## src/rtl/soc_toggle_pkg.sv

```systemverilog
// Shared definitions for the converter-paced toggle generator: fetch-state
// encoding and default parameter values.
package soc_toggle_pkg;

    localparam int W_DEFAULT    = 8;
    localparam int INIT_DEFAULT = 10;

    typedef enum logic [1:0] {
        F_REQ  = 2'd0,
        F_CONV = 2'd1,
        F_HOLD = 2'd2
    } fetch_state_e;

endpackage

```

## src/rtl/soc_eoc_fetch.sv

```systemverilog
// SOC/EOC handshake with the external converter. Holds a one-entry sample buffer
// that the interval counter drains through consume_i.
//
// state  | meaning
// F_REQ  | soc high, waiting for the converter to drop eoc
// F_CONV | conversion running, waiting for eoc to rise; sample captured then
// F_HOLD | sample buffered, waiting for it to be consumed
module soc_eoc_fetch
    import soc_toggle_pkg::*;
#(
    parameter int W = W_DEFAULT
) (
    input  logic         clock,
    input  logic         reset,
    input  logic         eoc_i,
    input  logic [W-1:0] numero_i,
    input  logic         consume_i,
    output logic         soc_o,
    output logic         buf_full_o,
    output logic [W-1:0] buf_data_o
);

    fetch_state_e state_q, state_d;
    logic         soc_q, soc_d;
    logic         full_q, full_d;
    logic [W-1:0] data_q, data_d;

    always_ff @(posedge clock or posedge reset) begin
        if (reset) begin
            state_q <= F_REQ;
            soc_q   <= 1'b0;
            full_q  <= 1'b0;
            data_q  <= '0;
        end else begin
            state_q <= state_d;
            soc_q   <= soc_d;
            full_q  <= full_d;
            data_q  <= data_d;
        end
    end

    always_comb begin
        state_d = state_q;
        full_d  = full_q;
        data_d  = data_q;

        if (consume_i) begin
            full_d = 1'b0;
        end

        case (state_q)
            // Only leave F_REQ once soc is actually on the wire, so an eoc that
            // is already low at reset release is not taken as an acknowledge.
            F_REQ: begin
                if (soc_q && !eoc_i) begin
                    state_d = F_CONV;
                end
            end
            F_CONV: begin
                if (eoc_i) begin
                    data_d  = numero_i;
                    full_d  = 1'b1;
                    state_d = F_HOLD;
                end
            end
            F_HOLD: begin
                if (!full_q) begin
                    state_d = F_REQ;
                end
            end
            default: begin
                state_d = F_REQ;
            end
        endcase

        soc_d = (state_d == F_REQ);
    end

    assign soc_o      = soc_q;
    assign buf_full_o = full_q;
    assign buf_data_o = data_q;

endmodule

```

## src/rtl/soc_toggle_gen.sv

```systemverilog
// Square-wave generator whose half-periods come from successive converter samples;
// a down-counter expires at 1 and reloads from the fetch buffer.
module soc_toggle_gen
    import soc_toggle_pkg::*;
#(
    parameter int W    = W_DEFAULT,
    parameter int INIT = INIT_DEFAULT
) (
    input  logic         clock,
    input  logic         reset,
    output logic         soc,
    input  logic         eoc,
    input  logic [W-1:0] numero,
    output logic         out,
    output logic         underrun
);

    localparam logic [W:0] INIT_CNT = (W+1)'(INIT);
    localparam logic [W:0] CNT_ONE  = (W+1)'(1);
    localparam logic [W:0] CNT_FULL = {1'b1, {W{1'b0}}};

    logic         buf_full;
    logic [W-1:0] buf_data;
    logic         consume;

    logic [W:0]   count_q, count_d;
    logic         out_q, out_d;
    logic         underrun_q, underrun_d;

    soc_eoc_fetch #(
        .W (W)
    ) u_fetch (
        .clock      (clock),
        .reset      (reset),
        .eoc_i      (eoc),
        .numero_i   (numero),
        .consume_i  (consume),
        .soc_o      (soc),
        .buf_full_o (buf_full),
        .buf_data_o (buf_data)
    );

    always_ff @(posedge clock or posedge reset) begin
        if (reset) begin
            count_q    <= INIT_CNT;
            out_q      <= 1'b0;
            underrun_q <= 1'b0;
        end else begin
            count_q    <= count_d;
            out_q      <= out_d;
            underrun_q <= underrun_d;
        end
    end

    // Terminal count is 1, not 0: the counter parks at 1 while starved and the
    // toggle fires on the first edge that sees a buffered sample.
    always_comb begin
        count_d    = count_q;
        out_d      = out_q;
        underrun_d = underrun_q;
        consume    = 1'b0;

        if (count_q > CNT_ONE) begin
            count_d = count_q - CNT_ONE;
        end else if (buf_full) begin
            consume = 1'b1;
            out_d   = ~out_q;
            count_d = (buf_data == '0) ? CNT_FULL : {1'b0, buf_data};
        end else begin
            underrun_d = 1'b1;
        end
    end

    assign out      = out_q;
    assign underrun = underrun_q;

endmodule

```

## config.mk

```make
export PLATFORM = sky130hd
export DESIGN_NAME = soc_toggle_gen
export DESIGN_NICKNAME = d
export VERILOG_FILES = /design/src/rtl/soc_toggle_pkg.sv /design/src/rtl/soc_eoc_fetch.sv /design/src/rtl/soc_toggle_gen.sv
export SDC_FILE = /design/constraint.sdc
export NUM_CORES = 1
export LEC_CHECK = 0
export ABC_AREA = 1
export CAP_MARGIN = 0
export CELL_PAD_IN_SITES_DETAIL_PLACEMENT = 0
export CELL_PAD_IN_SITES_GLOBAL_PLACEMENT = 1
export CORE_MARGIN = 5
export CORE_UTILIZATION = 39
export CTS_CLUSTER_DIAMETER = 30
export DETAILED_ROUTE_END_ITERATION = 16
export HOLD_SLACK_MARGIN = 0.03
export MAX_ROUTING_LAYER = met4
export PLACE_DENSITY = 0.8
export SYNTH_ARGS = -nofsm -noshare
export SYNTH_HDL_FRONTEND = slang
export SYNTH_SLANG_ARGS = --single-unit
```

## constraint.sdc

```tcl
create_clock -name clock -period 3.23 [get_ports clock]
set_input_delay 0.8075 -clock clock [delete_from_list [all_inputs] [get_ports clock]]
set_output_delay 0.8075 -clock clock [all_outputs]
set_load 0.01 [all_outputs]
```

### Word-level counts from Yosys, hierarchy flattened

Index checks and enable logic that the tools add are counted.
W data, S select, Z words.

* word-level logic and storage cells: 35
* bits of input ports: 11
* output and inout port bits: 3
* register bits: 23

* bitwise logic cells: 3
* reductions and logical operators: 9
* add/sub/neg operators: 1
* equal/unequal tests: 2
* $lt $le $gt $ge: 1
* multiplexer cells: 12

Operators by type and width (count)
* $mux W9: 3
* $gt A9 B1 Y1 const B: 1
* $sub A9 B1 Y9 const B: 1
* $logic_not A8 Y1: 1
* $mux W2: 3
* $pmux W2 S3: 1
* $reduce_and A2 Y1: 3
* $mux W1: 5
* $logic_not A2 Y1: 2
* $not A1 Y1: 3
* $eq A2 B1 Y1 const B: 1
* $eq A2 B2 Y1 const B: 1
* $reduce_bool A2 Y1: 1
* $logic_and A1 B1 Y1: 1
* $logic_not A1 Y1: 1

### Depth between registers and ports, before layout

* depth in word-level cells: 5
* gate-level depth with buffers: 8
* gate-level depth less buffers: 8

### Hierarchy

A second synthesis with hierarchy kept.

* cell total of the unflattened synthesis: 147
* area total of the unflattened synthesis: 1207.4 sq um

Modules (own cells, without submodules)
* soc_toggle_gen: instances 1, cells each 96, area each 718.2 sq um
* soc_eoc_fetch: instances 1, cells each 51, area each 489.2 sq um

### Worst setup path after synthesis

No wires, ideal clock.

* kind: input port to flip-flop
* start: in eoc
* end: reg u_fetch.data_q[0] (netlist: u_fetch.buf_data_o[0])
* slack: 1777 ps
* path buffers: 0
* stages on the path: 4
* arrival: 1326 ps
* setup time: 128 ps
* cells stage by stage: inv_1 > nor2_1 > nand2_1 > mux2_1

* word-level cells in the longest chain between the ends: 1

Ends and longest elaborated chain
* from (decl): line soc_toggle_gen.sv:12 `input logic eoc,`
* $reduce_and A2 Y1 (no source line)
* to (signal assigned): line soc_eoc_fetch.sv:38 `data_q <= data_d;`
* to (decl): line soc_eoc_fetch.sv:26 `logic [W-1:0] data_q, data_d;`

No other way between the ends.
A chain may end at the register's enable or synchronous reset.

### Worst setup path in the final report

* start: reg out_q (netlist: out)
* end: out out

RTL lines
* from (decl): line soc_toggle_gen.sv:27 `logic out_q, out_d;`
* from (signal assigned): line soc_toggle_gen.sv:50 `out_q <= out_d;`
* to (decl): line soc_toggle_gen.sv:14 `output logic out,`

No word-level cell between the ends.

==> results.toml <==
[cells_and_area]
drive_gt1_share_pct = 15.09
area_growth_pct = 15.25
nets = 173
final_area_sq_um = 1438
fillers = 329
n_antenna_cell = 0
fin_cells = 203

[detailed_routing]
viasPerCell = 4.567
wl_um = 2185
route.detailed.drc = 0
first_pass_iters = 4
drtIter0Drc = 11
postRouteAntennaNets = 0
vias = 927
wl_per_cell_um = 10.76

[pwr]
p_seq_share_pct = 60.1
power.density_nw_per_um2 = 456.3
swShare_pct = 29.44
power.clock.fraction_pct = 20.2
internal-power_w = 0.0004629
power.leakage_nw = 0.7115
p_sw_w = 0.0001931
vdd_drop_max_mv = 0.2673
p_comb_share_pct = 19.7

[worst_setup_path]
path_cells = "clkdlybuf4s50_1"
cpPeakStageDelay_ps = 560
critPathBufInv = 1
cp-start-kind = "flop"
worstPathRequired_ps = 2420
arrival_ps = 1250
worst_path_dominant_cell_family = "buffers and inverters"
worstPathMaxFanout = 3
cp-end-kind = "primary output"
critPathSlowestCell = "clkdlybuf4s50_1"
worstSetupPathType = "reg -> out"

[global_routing]
grt_first_pass_wirelength_um = 3974
antenna_found_initial = 0
grt_usage_pct = 11.71
grt-ovfl-total = 0
grt_pass1_vias = 902
grt_max_degree = 24

[logic_synthesis]
syn_avg_cell_area_sq_um = 8.603
seq_area_frac_synth_pct = 46.34
synth-edff-count = 0
ys_ff_latch = 23
synth.top_cell.area_share_pct = 42.13
syn_inst = 145
async_reset_ff_share_pct = 100.0
yosys.cell_count.top_type = "nand2_1"
synth-warning-count = 0
ys_top_cells_by_count = "nand2_1 (30), nor2_1 (22), dfrtp_1 (21)"
yosysUniqueCellTypes = 25
ys_dominant_reg_cell = "dfrtp_1"
synth_area_leaders = "dfrtp_1 (42%), nand2_1 (9.0%), nor2_1 (6.6%)"
yosysTopAreaCell = "dfrtp_1"
synth_nets = 158
netlist_area_sq_um = 1247

[floorplan]
core-area_sq_um = 3053
die_x_um = 66.56
die_area_sq_um = 4430
die_y_um = 66.56
ios = 14
start_util_pct = 40.86
num_rows = 20

[timing]
worst_pin_slew_ps = 849.1
fin_hold_ws_ps = 489.3
setup_violations = 0
fin_crit_sh_pct = 63.76
fin_tns_setup_ps = 0
rsz0062_at_grt = "false"
clock.fmax_ghz = 0.4856
layout_setup_ws_ps = 1171
hold_viol_final = 0
finalWorstPathRequiredPeriod_ps = 2059
max-slew-margin-rel_pct = 43.33
finalMaxSlewViolations = 0
clock-skew-final_ps = 7.793

[clock_network]
postCtsSetupBuffers = 0
postCtsHoldBufs = 0
htree_levels = 1
cts_resized = 0
cts_tree = "yes"
path_clk_slew_ps = 130
ctsLongestPathBuffers = 2
numCtsBuffers = 3
root_buffer = "clkbuf_4"
insertion_delay_ps = 310
cts_sinks = 23

[place]
dp_cells = 199
placed_area_sq_um = 1411
hpwlAfterDp_um = 1681
gp_congestion = 0.8397
dpl_worst_slack_ps = 993.2
placement.io_buffers = 13

[worst_hold_path]
min_path_type = "reg -> reg"

[job]
maxCapViolCount = 0

[outcome]
status = "completed"
==> cells in the final DEF, fill, tap and decap left out, types with 3 or more instances in the layout <==
master           count
inv_2                3
nor2_4               4
nand2_1             30
o21ai_1              4
a21oi_1              4
nand3_2              3
dfrtp_1             21
clkdlybuf4s50_1     13
mux2_1               4
nor2_1              22
inv_1               19
clkbuf_4             3
nand4_1              6
nand3_1              5
==> through the flow <==
| step | utilization [%] | power (W) |
|---|---|---|
| floorplan | - | 0.0004797 |
| global placement | 46.23 | 0.0005272 |
| detailed placement | 46.23 | 0.0005354 |
| CTS | 47.09 | 0.0006685 |
| global route | 47.09 | 0.0007118 |
| finish | 47.09 | 0.0006560 |
==> area by class of cell <==
| type | instances | area (sq um) | share of cell area, % |
|---|---|---|---|
| Clock buffer | 4 | 26.28 | 1.828 |
| Tap cell | 44 | 55.05 | 3.829 |
| Sequential cell | 23 | 578.1 | 40.21 |
| Timing Repair Buffer | 13 | 130.1 | 9.051 |
| Inverter | 22 | 82.58 | 5.744 |
| Multi-Input combinational cell | 97 | 565.5 | 39.34 |
==> cell families (layout without fill, tap and decap cells) <==
group | after synthesis | after routing | synth area share [%]
AND/OR/NAND/NOR | 78 | 78 | 33.40
buffers and inverters | 25 | 39 | 8.325
flip-flops | 23 | 23 | 46.34
AO/OA/AOI/OAI | 13 | 13 | 6.319
multiplexers | 4 | 4 | 3.611
adder cells (fa/ha/maj) | 2 | 2 | 2.006
==> power groups by stage <==
stage	registers [W]	clock network, W	logic [W]
6_report	0.000394	0.000132	0.000129
5_1_grt	0.000405	0.000155	0.000152
4_1_cts	0.000396	0.000138	0.000134
3_5_place_dp	0.000403	0	0.000133
3_3_place_gp	0.000398	0	0.000129
2_1_floorplan	0.000389	0	0.0000907
==> per-layer routing <==
metal  vias to the layer above  wire [um]  global-route usage (%)
li1                        481          -                       -
met1                       430       1065                   15.51
met2                        14       1053                   18.56
met3                         2         50                   1.518
met4                         0         15                   3.807
met5                         -          0                       -
==> final timing paths <==
| check | start | end | slack, ps | depth (start not counted) |
|---|---|---|---|---|
| hold reg to reg | underrun | underrun | 490 | 1 |
| max in group asynchronous | reset | count_q[8] | 1750 | 2 |
| hold / removal | underrun | underrun | 490 | 1 |
| setup reg to reg | count_q[1] | count_q[4] | 1780 | 7 |
| setup / recovery | out | out | 1170 | 1 |
| min in group asynchronous | reset | count_q[2] | 960 | 2 |
==> sequential cells by signal, summed over array words and instances (netlist names) <==
| name | count |
|---|---|
| u_fetch.buf_data_o | 8 |
| u_fetch.state_q | 2 |
| count_q | 9 |
| underrun | 1 |
| u_fetch.soc_o | 1 |
| out | 1 |
| u_fetch.buf_full_o | 1 |
(Power assumes the default switching activity.)
